==> src/rtl/preset_sequencer.sv <==
`default_nettype none
// ============================================================================
//  Module   : preset_sequencer
//  Purpose  : Drives the synchronous preset (PD) pins of NBANK flop banks.
//             After reset release every bank is preset together for HOLD
//             cycles (power-on sequence). Afterwards a requester may trigger
//             a staggered preset of a masked subset of banks, one bank at a
//             time. Each bank's PD pulse lasts HOLD cycles and is followed by
//             GAP idle cycles. Staggering limits simultaneous switching.
//  Revision : 1.0  initial release
// ----------------------------------------------------------------------------
//  Ports
//    clk    in   1      clock, rising edge
//    rst_n  in   1      asynchronous active-low reset
//    req    in   1      level request for a masked preset sequence
//    mask   in   NBANK  banks to preset, captured together with ack
//    ack    out  1      one-cycle pulse: request accepted, mask captured
//    busy   out  1      high while a power-on or requested sequence runs
//    done   out  1      one-cycle pulse: sequence complete
//    pd     out  NBANK  per-bank synchronous preset, active high
//    cur    out  IW     index of the bank being serviced (held in idle)
// ============================================================================
module preset_sequencer #(
  parameter int NBANK = 4,
  parameter int HOLD  = 4,
  parameter int GAP   = 2,
  parameter int CW    = 8
) (
  input  logic                                          clk,
  input  logic                                          rst_n,
  input  logic                                          req,
  input  logic [NBANK-1:0]                              mask,
  output logic                                          ack,
  output logic                                          busy,
  output logic                                          done,
  output logic [NBANK-1:0]                              pd,
  output logic [((NBANK > 1) ? $clog2(NBANK) : 1)-1:0]  cur
);

  localparam int IW = (NBANK > 1) ? $clog2(NBANK) : 1;

  localparam logic [CW-1:0]    HOLD_M1 = CW'(HOLD - 1);
  localparam logic [CW-1:0]    GAP_M1  = CW'(GAP - 1);
  localparam logic [CW-1:0]    CNT_ONE = CW'(1);
  localparam logic [NBANK-1:0] ONE_HOT = NBANK'(1);

  localparam logic [1:0] S_POR    = 2'd0;
  localparam logic [1:0] S_IDLE   = 2'd1;
  localparam logic [1:0] S_ASSERT = 2'd2;
  localparam logic [1:0] S_GAP    = 2'd3;

  // --------------------------------------------------------------------------
  // State and registered outputs
  // --------------------------------------------------------------------------
  logic [1:0]       state;
  logic [CW-1:0]    cnt;
  logic [IW-1:0]    idx;
  logic [NBANK-1:0] cap_mask;
  logic [NBANK-1:0] pd_r;
  logic             ack_r;
  logic             done_r;
  logic             busy_r;

  // Next values
  logic [1:0]       state_nx;
  logic [CW-1:0]    cnt_nx;
  logic [IW-1:0]    idx_nx;
  logic [NBANK-1:0] cap_mask_nx;
  logic [NBANK-1:0] pd_nx;
  logic             ack_nx;
  logic             done_nx;
  logic             busy_nx;

  // Bank search results
  logic             first_found;
  logic [IW-1:0]    first_idx;
  logic             next_found;
  logic [IW-1:0]    next_idx;

  // --------------------------------------------------------------------------
  // Bank search. Scanning from the top down leaves the lowest qualifying bit
  // in the result, so clear mask bits are skipped without spending cycles.
  // --------------------------------------------------------------------------
  always_comb begin
    first_found = 1'b0;
    first_idx   = '0;
    next_found  = 1'b0;
    next_idx    = '0;
    for (int i = NBANK - 1; i >= 0; i--) begin
      if (mask[i]) begin
        first_found = 1'b1;
        first_idx   = IW'(i);
      end
      if (cap_mask[i] && (i > int'(idx))) begin
        next_found = 1'b1;
        next_idx   = IW'(i);
      end
    end
  end

  // --------------------------------------------------------------------------
  // State register (also holds every output so all outputs are registered)
  // --------------------------------------------------------------------------
  always_ff @(posedge clk or negedge rst_n) begin
    if (!rst_n) begin
      state    <= S_POR;
      cnt      <= HOLD_M1;
      idx      <= '0;
      cap_mask <= '0;
      pd_r     <= '1;
      ack_r    <= 1'b0;
      done_r   <= 1'b0;
      busy_r   <= 1'b1;
    end else begin
      state    <= state_nx;
      cnt      <= cnt_nx;
      idx      <= idx_nx;
      cap_mask <= cap_mask_nx;
      pd_r     <= pd_nx;
      ack_r    <= ack_nx;
      done_r   <= done_nx;
      busy_r   <= busy_nx;
    end
  end

  // --------------------------------------------------------------------------
  // Next-state logic
  // --------------------------------------------------------------------------
  always_comb begin
    state_nx    = state;
    cnt_nx      = cnt;
    idx_nx      = idx;
    cap_mask_nx = cap_mask;
    case (state)
      S_POR: begin
        if (cnt != '0) cnt_nx = cnt - CNT_ONE;
        else           state_nx = S_IDLE;
      end
      S_IDLE: begin
        // req is only looked at here; requests during a sequence are dropped.
        if (req && first_found) begin
          cap_mask_nx = mask;
          idx_nx      = first_idx;
          cnt_nx      = HOLD_M1;
          state_nx    = S_ASSERT;
        end
      end
      S_ASSERT: begin
        if (cnt != '0) begin
          cnt_nx = cnt - CNT_ONE;
        end else begin
          cnt_nx   = GAP_M1;
          state_nx = S_GAP;
        end
      end
      S_GAP: begin
        if (cnt != '0) begin
          cnt_nx = cnt - CNT_ONE;
        end else if (next_found) begin
          idx_nx   = next_idx;
          cnt_nx   = HOLD_M1;
          state_nx = S_ASSERT;
        end else begin
          state_nx = S_IDLE;
        end
      end
      default: begin
        state_nx = S_POR;
        cnt_nx   = HOLD_M1;
      end
    endcase
  end

  // --------------------------------------------------------------------------
  // Output logic (next values of the registered outputs)
  // --------------------------------------------------------------------------
  always_comb begin
    pd_nx   = pd_r;
    ack_nx  = 1'b0;
    done_nx = 1'b0;
    busy_nx = busy_r;
    case (state)
      S_POR: begin
        if (cnt == '0) begin
          pd_nx   = '0;
          busy_nx = 1'b0;
          done_nx = 1'b1;
        end else begin
          pd_nx   = '1;
          busy_nx = 1'b1;
        end
      end
      S_IDLE: begin
        if (req) begin
          ack_nx = 1'b1;
          if (first_found) begin
            busy_nx = 1'b1;
            pd_nx   = ONE_HOT << first_idx;
          end else begin
            // Empty mask: accept and complete on the same edge.
            busy_nx = 1'b0;
            done_nx = 1'b1;
          end
        end
      end
      S_ASSERT: begin
        if (cnt == '0) pd_nx = '0;
      end
      S_GAP: begin
        if (cnt == '0) begin
          if (next_found) begin
            pd_nx = ONE_HOT << next_idx;
          end else begin
            busy_nx = 1'b0;
            done_nx = 1'b1;
          end
        end
      end
      default: begin
        pd_nx   = '1;
        busy_nx = 1'b1;
      end
    endcase
  end

  assign pd   = pd_r;
  assign ack  = ack_r;
  assign done = done_r;
  assign busy = busy_r;
  assign cur  = idx;

endmodule
`default_nettype wire
==> config.mk <==
export PLATFORM = sky130hd
export DESIGN_NAME = preset_sequencer
export DESIGN_NICKNAME = d
export VERILOG_FILES = /design/src/rtl/preset_sequencer.sv
export SDC_FILE = /design/constraint.sdc
export NUM_CORES = 1
export LEC_CHECK = 0
export CAP_MARGIN = 20
export CORE_ASPECT_RATIO = 1.1
export CORE_MARGIN = 2
export CORE_UTILIZATION = 49
export DETAILED_ROUTE_END_ITERATION = 10
export PLACE_DENSITY = 0.75
export SLEW_MARGIN = 20
export SYNTH_ARGS = -nofsm -noshare
export SYNTH_HDL_FRONTEND = slang
export SYNTH_SLANG_ARGS = --single-unit
==> constraint.sdc <==
create_clock -name clk -period 2.1 [get_ports clk]
set_input_delay 0.42 -clock clk [delete_from_list [all_inputs] [get_ports clk]]
set_output_delay 0.42 -clock clk [all_outputs]
set_load 0.1 [all_outputs]
==> results of run 1 <==
-- layout make-up --
class	count	area (um2)	share of cell area [%]
Tap cell	31	38.79	2.324
Multi-Input combinational cell	101	695.7	41.68
Clock inverter	1	30.03	1.799
Clock buffer	3	22.52	1.349
Inverter	5	18.77	1.124
Sequential cell	22	560.5	33.58
Timing Repair Buffer	30	302.8	18.14
-- stage by stage --
stage,TNS [ns],instance area [um2],power (mW),setup slack [ns]
3_3_place_gp,-0.1169,1612,0.5074,-0.06911
4_1_cts,0,1664,0.8360,0.1240
2_1_floorplan,0,1282,0.4664,0.01407
5_1_grt,0,1669,0.8672,0.02475
6_report,0,1669,0.8332,0.1244
3_5_place_dp,-0.2553,1612,0.5094,-0.08020
-- worst paths after layout --
path / end / startpoint / slack, ns / cells after the start
min reg2reg: cnt[0] / cnt[0] / 0.50 / 1
max in group asynchronous: pd[3] / rst_n / 1.39 / 2
max: cnt[7] / cnt[2] / 0.12 / 5
min in group clk: cnt[0] / cnt[0] / 0.50 / 1
min: cnt[5] / rst_n / 0.43 / 2
max reg2reg: cnt[7] / cnt[2] / 0.12 / 5
-- Yosys cell counts, types with 3 or more instances --
cell      instances  share of area, %
dfstp_2           7                14
nor2b_1           5               2.4
dfrtp_1          15                29
nand2b_1          4               2.0
a21oi_1          10               3.9
o21ai_0           3               1.2
nand2_1           8               2.3
inv_1             5               1.5
nor2_1           17               5.0
a22o_1            5               3.4
a21boi_0          3               1.8
mux2i_1           4               3.1
o22a_1            4               2.7
-- cells by family after synthesis --
kind of cell | share of synthesized area (%)
simple gates | 21.19
fa+ha+maj | 1.953
mux | 4.004
xor+xnor | 0.6837
buf+inv | 2.441
compound gates | 26.07
flops | 43.65
-- flip-flops by register name, summed over array words and instances (netlist names) --
name and count:
ack 1, busy 1, cap_mask 3, cnt 8, cur 2, done 1
pd 4, state 2
-- where the power goes --
part           switching [mW]  internal (mW)
sequential            0.00560          0.428
combinational          0.0365         0.0323
clock                   0.137          0.193
-- per-layer routing --
layer	track usage (%)	vias up
li1	-	547
met1	27.52	567
met2	42.50	43
met3	4.124	12
met4	12.45	0
met5	0	-
-- worst max-delay path, cell delays in order, from the launching register on --
cell and delay [ns]:
dfrtp_1 0.41, or3_4 0.38, or3_4 0.34, or3_1 0.33, a21o_1 0.18, a22o_1 0.22
==> out/qor.csv, run 1 <==
stage;metric;value;unit
drt;Initial DRC Count;15;
drt;antenna-violating nets left;0;
clocking;Skew-Pair Late Insertion Delay;0.32;ns
logic_synthesis;YS warnings;0;
timing;Max Clk Rate;506.2;MHz
logic_synthesis;Most used DFF post-synth;dfrtp_1;
drt;uppermost layer routed;met4;
placement;Port-buffer cells;15;
logic_synthesis;number of synthesized flops with an enable pin;0;
critical_path;crit path kind;reg -> reg;
timing;Final Critical Period;1.976;ns
run_status;status;complete, no violations;
drt;M1 wire length;1220;um
cells_and_area;most frequent cells in the layout;buf_4, nor2_1, dfrtp_1, a21oi_1, nand2_1;
clocking;CTS sink cnt;22;
logic_synthesis;Yosys reg bits;22;
clocking;Root Driver;clkbuf_4;
die;Die W;52.76;um
drt;First-pass DRT Iterations;4;
global_route;first-pass GRT wire length;5471;um
clocking;H-tree levels;1;
timing;share of the clock period used by the worst path;94.08;%
critical_path;CP Capture Type;flip-flop;
cells_and_area;Finished Layout Cells;193;
cells_and_area;antenna cells;0;
die;Initial Util;51.33;%
critical_path;Worst EP required;2.32;ns
timing;max-slew violations;0;
die;I/O pin total;16;
cells_and_area;most common library cell in the layout ignoring fill and taps;buf_4;
drt;drt wl/cell;16.09;um
logic_synthesis;async set-reset flop share out of synthesis;100.0;%
timing;actual slew at the worst max-slew pin;0.6386;ns
global_route;initial antenna violation count;0;
global_route;Tot GR Track Use;24.16;%
clocking;# resized after CTS;0;
cells_and_area;# fillers;208;
clocking;CTS tree;built;
logic_synthesis;post-synthesis cell type count;42;
logic_synthesis;syn nets;140;
die;Core Footprint;2496;um2
global_route;largest net degree at the start of global routing;23;
power;Static Leakage;0.7397;nW
drt;met2 routed WL;1634;um
timing;Rel. slew slack;56.33;%
min_path;HP Class;in -> async;
clocking;setup bufs post-CTS;0;
cells_and_area;P&R area growth vs syn;30.27;%
logic_synthesis;Synth Instances;131;
timing;RSZ-0062 raised after global routing;no;
drt;DRC;0;
logic_synthesis;sequential area share after synthesis;43.65;%
global_route;grt ovf;0;
logic_synthesis;Mapped Avg Cell Area;9.780;um2
cells_and_area;post-layout util;66.87;%
clocking;hold buffer count at cts;0;
logic_synthesis;Cell Area, Synth;1281;um2
drt;WL met3;145;um
timing;clk_skew;0.002676;ns
critical_path;Critical Path AT;2.19;ns
power;ratio of total power to cell area;499.2;nW/um2
drt;Avg Vias per Cell;6.057;
global_route;number of global-route vias before repair;1206;
die;num rows;19;
drt;final wirelength;3106;um
die;die area;3040;um2
critical_path;Worst Setup Start Kind;flip-flop;
placement;DP Cell Count;189;
power;peak supply drop;420.7;uV
clocking;CTS max path bufs;2;
clocking;total CTS buffers;3;
timing;Fin. Hold Viols;0;
timing;final hold slack;0.4265;ns
critical_path;CP max FO;3;
timing;Final Setup Violations;0;
cells_and_area;Post-layout nets;172;
clocking;clock slew at reported path FFs;0.13;ns
job;max cap viols;0;
placement;Detailed Place HPWL;2348;um
drt;vias;1169;
cells_and_area;share of cells above drive strength 1;26.54;%
placement;gpl congestion;0.8812;
die;Die Span Y;57.63;um
No activity file was read; power rests on OpenSTA's default activity.
==> inputs of run 2 (changes only) <==
CORE_UTILIZATION = 52   (was 49)
CTS_CLUSTER_DIAMETER = 120   (was not set)
clock period = 2.4 ns   (was 2.1 ns; I/O delays follow)
==> run 2 against run 1 <==
Sequential share of layout area increased by 3.1 points; die area decreased by 5.4%; final area shrank 8.8%.
==> out/qor.csv, run 2 (same netlist as run 1, synthesis figures left out) <==
stage;metric;value;unit;change
run_status;status;complete, no violations;;unchanged
clocking;CTS tree;built;;unchanged
timing;Total Neg Setup Slack;0;ns;unchanged
die;I/O pin total;16;;unchanged
timing;clk_skew;0.004520;ns;was 0.002676 ns
cells_and_area;post-layout util;66.29;%;was 66.87%
timing;Final Critical Period;2.130;ns;was 1.976 ns
die;Die Span Y;56.06;um;was 57.63 um
timing;Rel. slew slack;56.27;%;was 56.33%
drt;final wirelength;2716;um;was 3106 um
critical_path;CP max FO;6;;was 3
critical_path;CP Capture Type;flip-flop;;unchanged
global_route;grt ovf;0;;unchanged
placement;Cell Area, Placed;1486;um2;was 1612 um2
cells_and_area;P&R area growth vs syn;18.85;%;was 30.27%
clocking;Skew-Pair Late Insertion Delay;0.31;ns;was 0.32 ns
timing;Final Setup Violations;0;;unchanged
min_path;HP Class;in -> async;;unchanged
placement;Detailed Place HPWL;2077;um;was 2348 um
placement;Place WS;0.02864;ns;was -0.08020 ns
timing;Max Clk Rate;469.5;MHz;was 506.2 MHz
power;ratio of total power to cell area;418.2;nW/um2;was 499.2 nW/um2
clocking;total CTS buffers;3;;unchanged
cells_and_area;most common library cell in the layout ignoring fill and taps;nor2_1;;was buf_4
job;max cap viols;0;;unchanged
critical_path;Worst EP required;2.64;ns;was 2.32 ns
clocking;H-tree levels;1;;unchanged
cells_and_area;share of cells above drive strength 1;21.43;%;was 26.54%
drt;antenna-violating nets left;0;;unchanged
cells_and_area;Post-layout nets;164;;was 172
cells_and_area;antenna cells;0;;unchanged
placement;Port-buffer cells;15;;unchanged
timing;Fin. Hold Viols;0;;unchanged
timing;actual slew at the worst max-slew pin;0.6394;ns;was 0.6386 ns
global_route;initial antenna violation count;0;;unchanged
drt;vias;1092;;was 1169
cells_and_area;Finished Layout Cells;184;;was 193
die;Core Footprint;2297;um2;was 2496 um2
critical_path;Critical Path AT;2.37;ns;was 2.19 ns
critical_path;crit path kind;reg -> reg;;unchanged
clocking;clock slew at reported path FFs;0.12;ns;was 0.13 ns
global_route;Tot GR Track Use;21.76;%;was 24.16%
drt;Initial DRC Count;24;;was 15
cells_and_area;most frequent cells in the layout;nor2_1, buf_4, dfrtp_1, a21oi_1, nand2_1;;was buf_4, nor2_1, dfrtp_1, a21oi_1, nand2_1
clocking;CTS max path bufs;2;;unchanged
placement;DP Cell Count;180;;was 189
die;Initial Util;55.77;%;was 51.33%
global_route;number of global-route vias before repair;1099;;was 1206
clocking;CTS sink cnt;22;;unchanged
timing;share of the clock period used by the worst path;88.75;%;was 94.08%
placement;gpl congestion;0.8446;;was 0.8812
timing;RSZ-0062 raised after global routing;no;;unchanged
power;Design Power;0.6368;mW;was 0.8332 mW
die;die area;2877;um2;was 3040 um2
critical_path;Worst Setup Start Kind;flip-flop;;unchanged
clocking;# resized after CTS;0;;unchanged
cells_and_area;final design area excluding fillers;1523;um2;was 1669 um2
timing;final hold slack;0.5007;ns;was 0.4265 ns
drt;DRC;0;;unchanged
cells_and_area;max FFs per register;8;;unchanged
power;Static Leakage;0.6614;nW;was 0.7397 nW
timing;setup ws final;0.2700;ns;was 0.1244 ns
clocking;hold buffer count at cts;0;;unchanged
clocking;Root Driver;clkbuf_4;;unchanged
cells_and_area;# fillers;206;;was 208
clocking;setup bufs post-CTS;0;;unchanged
global_route;largest net degree at the start of global routing;23;;unchanged
drt;First-pass DRT Iterations;4;;unchanged
die;num rows;18;;was 19
cells_and_area;Most flops, register;cnt;;unchanged
global_route;first-pass GRT wire length;4712;um;was 5471 um
die;Die W;51.33;um;was 52.76 um
timing;max-slew violations;0;;unchanged
drt;drt wl/cell;14.76;um;was 16.09 um
power;peak supply drop;416.1;uV;was 420.7 uV
drt;Avg Vias per Cell;5.935;;was 6.057
run 2: power by group:
part	switching (mW)	total (mW)	internal, mW
Sequential	0.00451	0.379	0.375
Combinational	0.0291	0.0518	0.0228
Clock	0.113	0.206	0.0927
Total	0.147	0.637	0.490
run 2: layer usage:
layer	GRT usage, %	wire (um)	vias to the layer above
met5	0	0	-
met4	9.398	47	0
met3	3.226	68	6
met2	38.22	1372	17
met1	25.82	1228	534
li1	-	-	535
run 2: cell type report:
cell class | count | area, um2 | area share (%)
multi-input combinational | 101 | 690.7 | 45.36
sequential | 22 | 559.3 | 36.73
timing repair buffer | 22 | 180.2 | 11.83
tap | 30 | 37.54 | 2.465
clock buffer | 4 | 36.28 | 2.383
inverter | 5 | 18.77 | 1.233
run 2: critical path, cell delays in order, from the launching register on:
cell and delay [ns]:
dfrtp_1 0.45, nor4_2 0.43, nand3_1 0.17, or4_4 0.59, o311ai_4 0.15, mux2i_1 0.27
run 2: final timing paths:
check	slack, ns	cells after the start	endpoint	startpoint
setup / recovery	0.27	5	cnt[1]	cnt[4]
hold / removal	0.50	2	ack	rst_n
setup reg to reg	0.27	5	cnt[1]	cnt[4]
hold reg to reg	0.51	1	cnt[0]	cnt[0]
max in group asynchronous	1.63	2	cnt[1]	rst_n
min in group clk	0.51	1	cnt[0]	cnt[0]
==> variant: new RTL, settings of run 1 <==
Set the parameter `CW` to 7 (it was 8).
--- a/src/rtl/preset_sequencer.sv
+++ b/src/rtl/preset_sequencer.sv
@@ -24,7 +24,7 @@
   parameter int NBANK = 4,
   parameter int HOLD  = 4,
   parameter int GAP   = 2,
-  parameter int CW    = 8
+  parameter int CW    = 7
 ) (
   input  logic                                          clk,
   input  logic                                          rst_n,
Formal check against the unedited RTL: same outputs for any inputs over 10 cycles, from zero or initial values and one cycle with rst_n low; that may be too few to reach the edited logic, so the function may still have changed.
==> variant against run 1 <==
Sequential cell count down 1. Design area down 6.9%. Synthesized area up 0.29%. Setup slack better by 0.068 ns. Wire length down 14%. Sequential share of layout area up 0.80 points. Critical path type unchanged. Largest cell class unchanged.
Power is not compared: it rests on default switching activity, and its combinational part moved more than twofold at a synthesized area within 25%.
==> variant: results (changes against run 1) <==
| Metric | Value |
|---|---|
| Synth Net Count | `131 (-6.4%)` |
| Seq/Total Area, Yosys | `0.416 (-0.0207)` |
| CTS max path bufs | `2 (unchanged)` |
| Final Cycle Share | `0.908 (-0.0324)` |
| RePlAce Congestion | `0.868 (-1.5%)` |
| Critical Path AT | `2.12 ns (-0.07 ns)` |
| Status | `finished clean` |
| Resized Gates After CTS | `0 (unchanged)` |
| Reg2reg setup slack | `0.19 ns (+0.07 ns)` |
| Worst-Margin Slew | `0.587 ns (-0.0518 ns)` |
| Layout cell share with drive strength beyond 1 | `0.287 (+0.0213)` |
| DP HPWL | `1990 um (-15%)` |
| Setup WS pre-CTS | `0.0212 ns (+0.101 ns)` |
| Post-synth ARST share | `1.00 (unchanged)` |
| Mux cell area share after synthesis | `0.0574 (+0.0174)` |
| CP Max Fanout | `7 (+4)` |
| Root Driver | `clkbuf_4` |
| IO Port Bufs | `15 (unchanged)` |
| Starting DRC count in detailed routing | `26 (+11)` |
| # diodes | `0 (unchanged)` |
| Via count | `1020 (-13%)` |
| Worst vdd ir | `between 0.0003 and 0.0004 V` |
| Final nets | `152 (-12%)` |
| First-pass GRT wire length | `4650 um (-15%)` |
| Top post-synthesis cells by area | `dfrtp_1 27%, dfstp_2 14%, nand3_1 3.1%` |
| Synth cell types | `50 (+19%)` |
| Lkg Pwr | `~0.66 nW` |
| Hold crit path type | `in2async` |
| GRT Overall Usage | `0.202 (-0.0400)` |
| Syn. warnings | `0 (unchanged)` |
| Post-CTS setup buffer count | `0 (unchanged)` |
| Number of buffers created by CTS | `3 (unchanged)` |
| Adder-Cell Fraction of Synth Area | `0.00974 (-0.00979)` |
| Post-synthesis compound-gate area fraction | `0.243 (-0.0173)` |
| Reg with most FFs | `cnt` |
| Htree depth | `1 (unchanged)` |
| Clock Skew | `0.00545 ns (+0.00278 ns)` |
| Max reg flops | `7 (-1)` |
| Router iterations before antenna repair | `4 (unchanged)` |
| Antenna violations before repair | `0 (unchanged)` |
| XOR/XNOR share of the synthesized area | `0.00682 (-0.0000200)` |
| Largest net degree at the start of global routing | `22 (-4.3%)` |
| WL/cell | `15.3 um (-5.0%)` |
| Post-synth top cells | `14 x dfrtp_1, 8 x nand2_1, 8 x nand3_1, 8 x nor2_1, 7 x dfstp_2` |
| EDFF count, synth | `0 (unchanged)` |
| Vias in the first global route | `1041 (-14%)` |
| Clk pin slew, worst setup/hold paths | `around 0.12 ns` |
| Clk Latency, worst-skew pair | `0.31 ns` |
-- variant: cell types whose count changed in the layout (fill, tap and decap cells not counted), sizes merged, moves of 4 or more --
| cell | before | now |
|---|---|---|
| nand3 | 2 | 8 |
| o21ai | 3 | 8 |
| a21oi | 10 | 6 |
| buf | 24 | 14 |
| nor2 | 17 | 9 |
| a2bb2oi | 0 | 4 |
| a22o | 5 | 1 |
| mux2 | 1 | 5 |
| o22a | 4 | 0 |
-- variant: area by class of cell --
class,instances,area [sq um]
inverters,5,18.8
clock buffers,4,26.3
well taps,31,38.8
flip-flops and latches,21,534
repair buffers,20,228
multi-input cells,93,708
fillers,204,942
-- variant: where the power goes --
part           total (mW)  internal (mW)  switching [mW]
Combinational       0.141         0.0532          0.0882
Sequential          0.431          0.418          0.0126
Clock               0.202         0.0741           0.128
Total               0.774          0.546           0.229
-- variant: worst max-delay path, cell delays in order (launching register included) --
cell and delay [ns]:
dfstp_2 0.56, inv_1 0.04, ha_1 0.21, nor3b_2 0.18, and2_1 0.27, a31oi_4 0.23, mux2_4 0.32
-- variant: cells by family after synthesis --
group,after synthesis
AO/OA/AOI/OAI,37
XOR/XNOR,1
adder cells (fa/ha/maj),1
buffers and inverters,9
flip-flops,21
multiplexers,6
AND/OR/NAND/NOR,48
-- variant: per-stage QoR --
| stage | total power, mW | hold WS [ns] | cell area, sq um | cells |
|---|---|---|---|---|
| after detailed placement | 0.579 | 0.475 | 1530 | 170 |
| after global placement | 0.577 | 0.474 | 1530 | 170 |
| after global routing | 0.808 | 0.461 | 1550 | 174 |
| final | 0.774 | 0.439 | 1550 | 174 |
| after floorplan | 0.515 | 0.124 | 1280 | 123 |
| after CTS | 0.780 | 0.452 | 1550 | 174 |
-- variant: per-layer routing --
metal / GRT usage / up-vias / part of all wire
met3: 0.0284 / 4 / 0.029
li1: - / 491 / -
met1: 0.269 / 501 / 0.46
met5: 0 / - / 0
met4: 0.0623 / 0 / 0.0098
met2: 0.336 / 24 / 0.50
-- variant: final timing paths --
kind / startpoint / endpoint / cells past startpoint
worst max register to register: cnt[0] / cur[0] / 6
worst min-delay path: rst_n / state[0] / 2
max in group asynchronous: rst_n / pd[3] / 2
worst max-delay path: cnt[0] / cur[0] / 6
min in group clk: busy / busy / 2
worst min register to register: busy / busy / 2
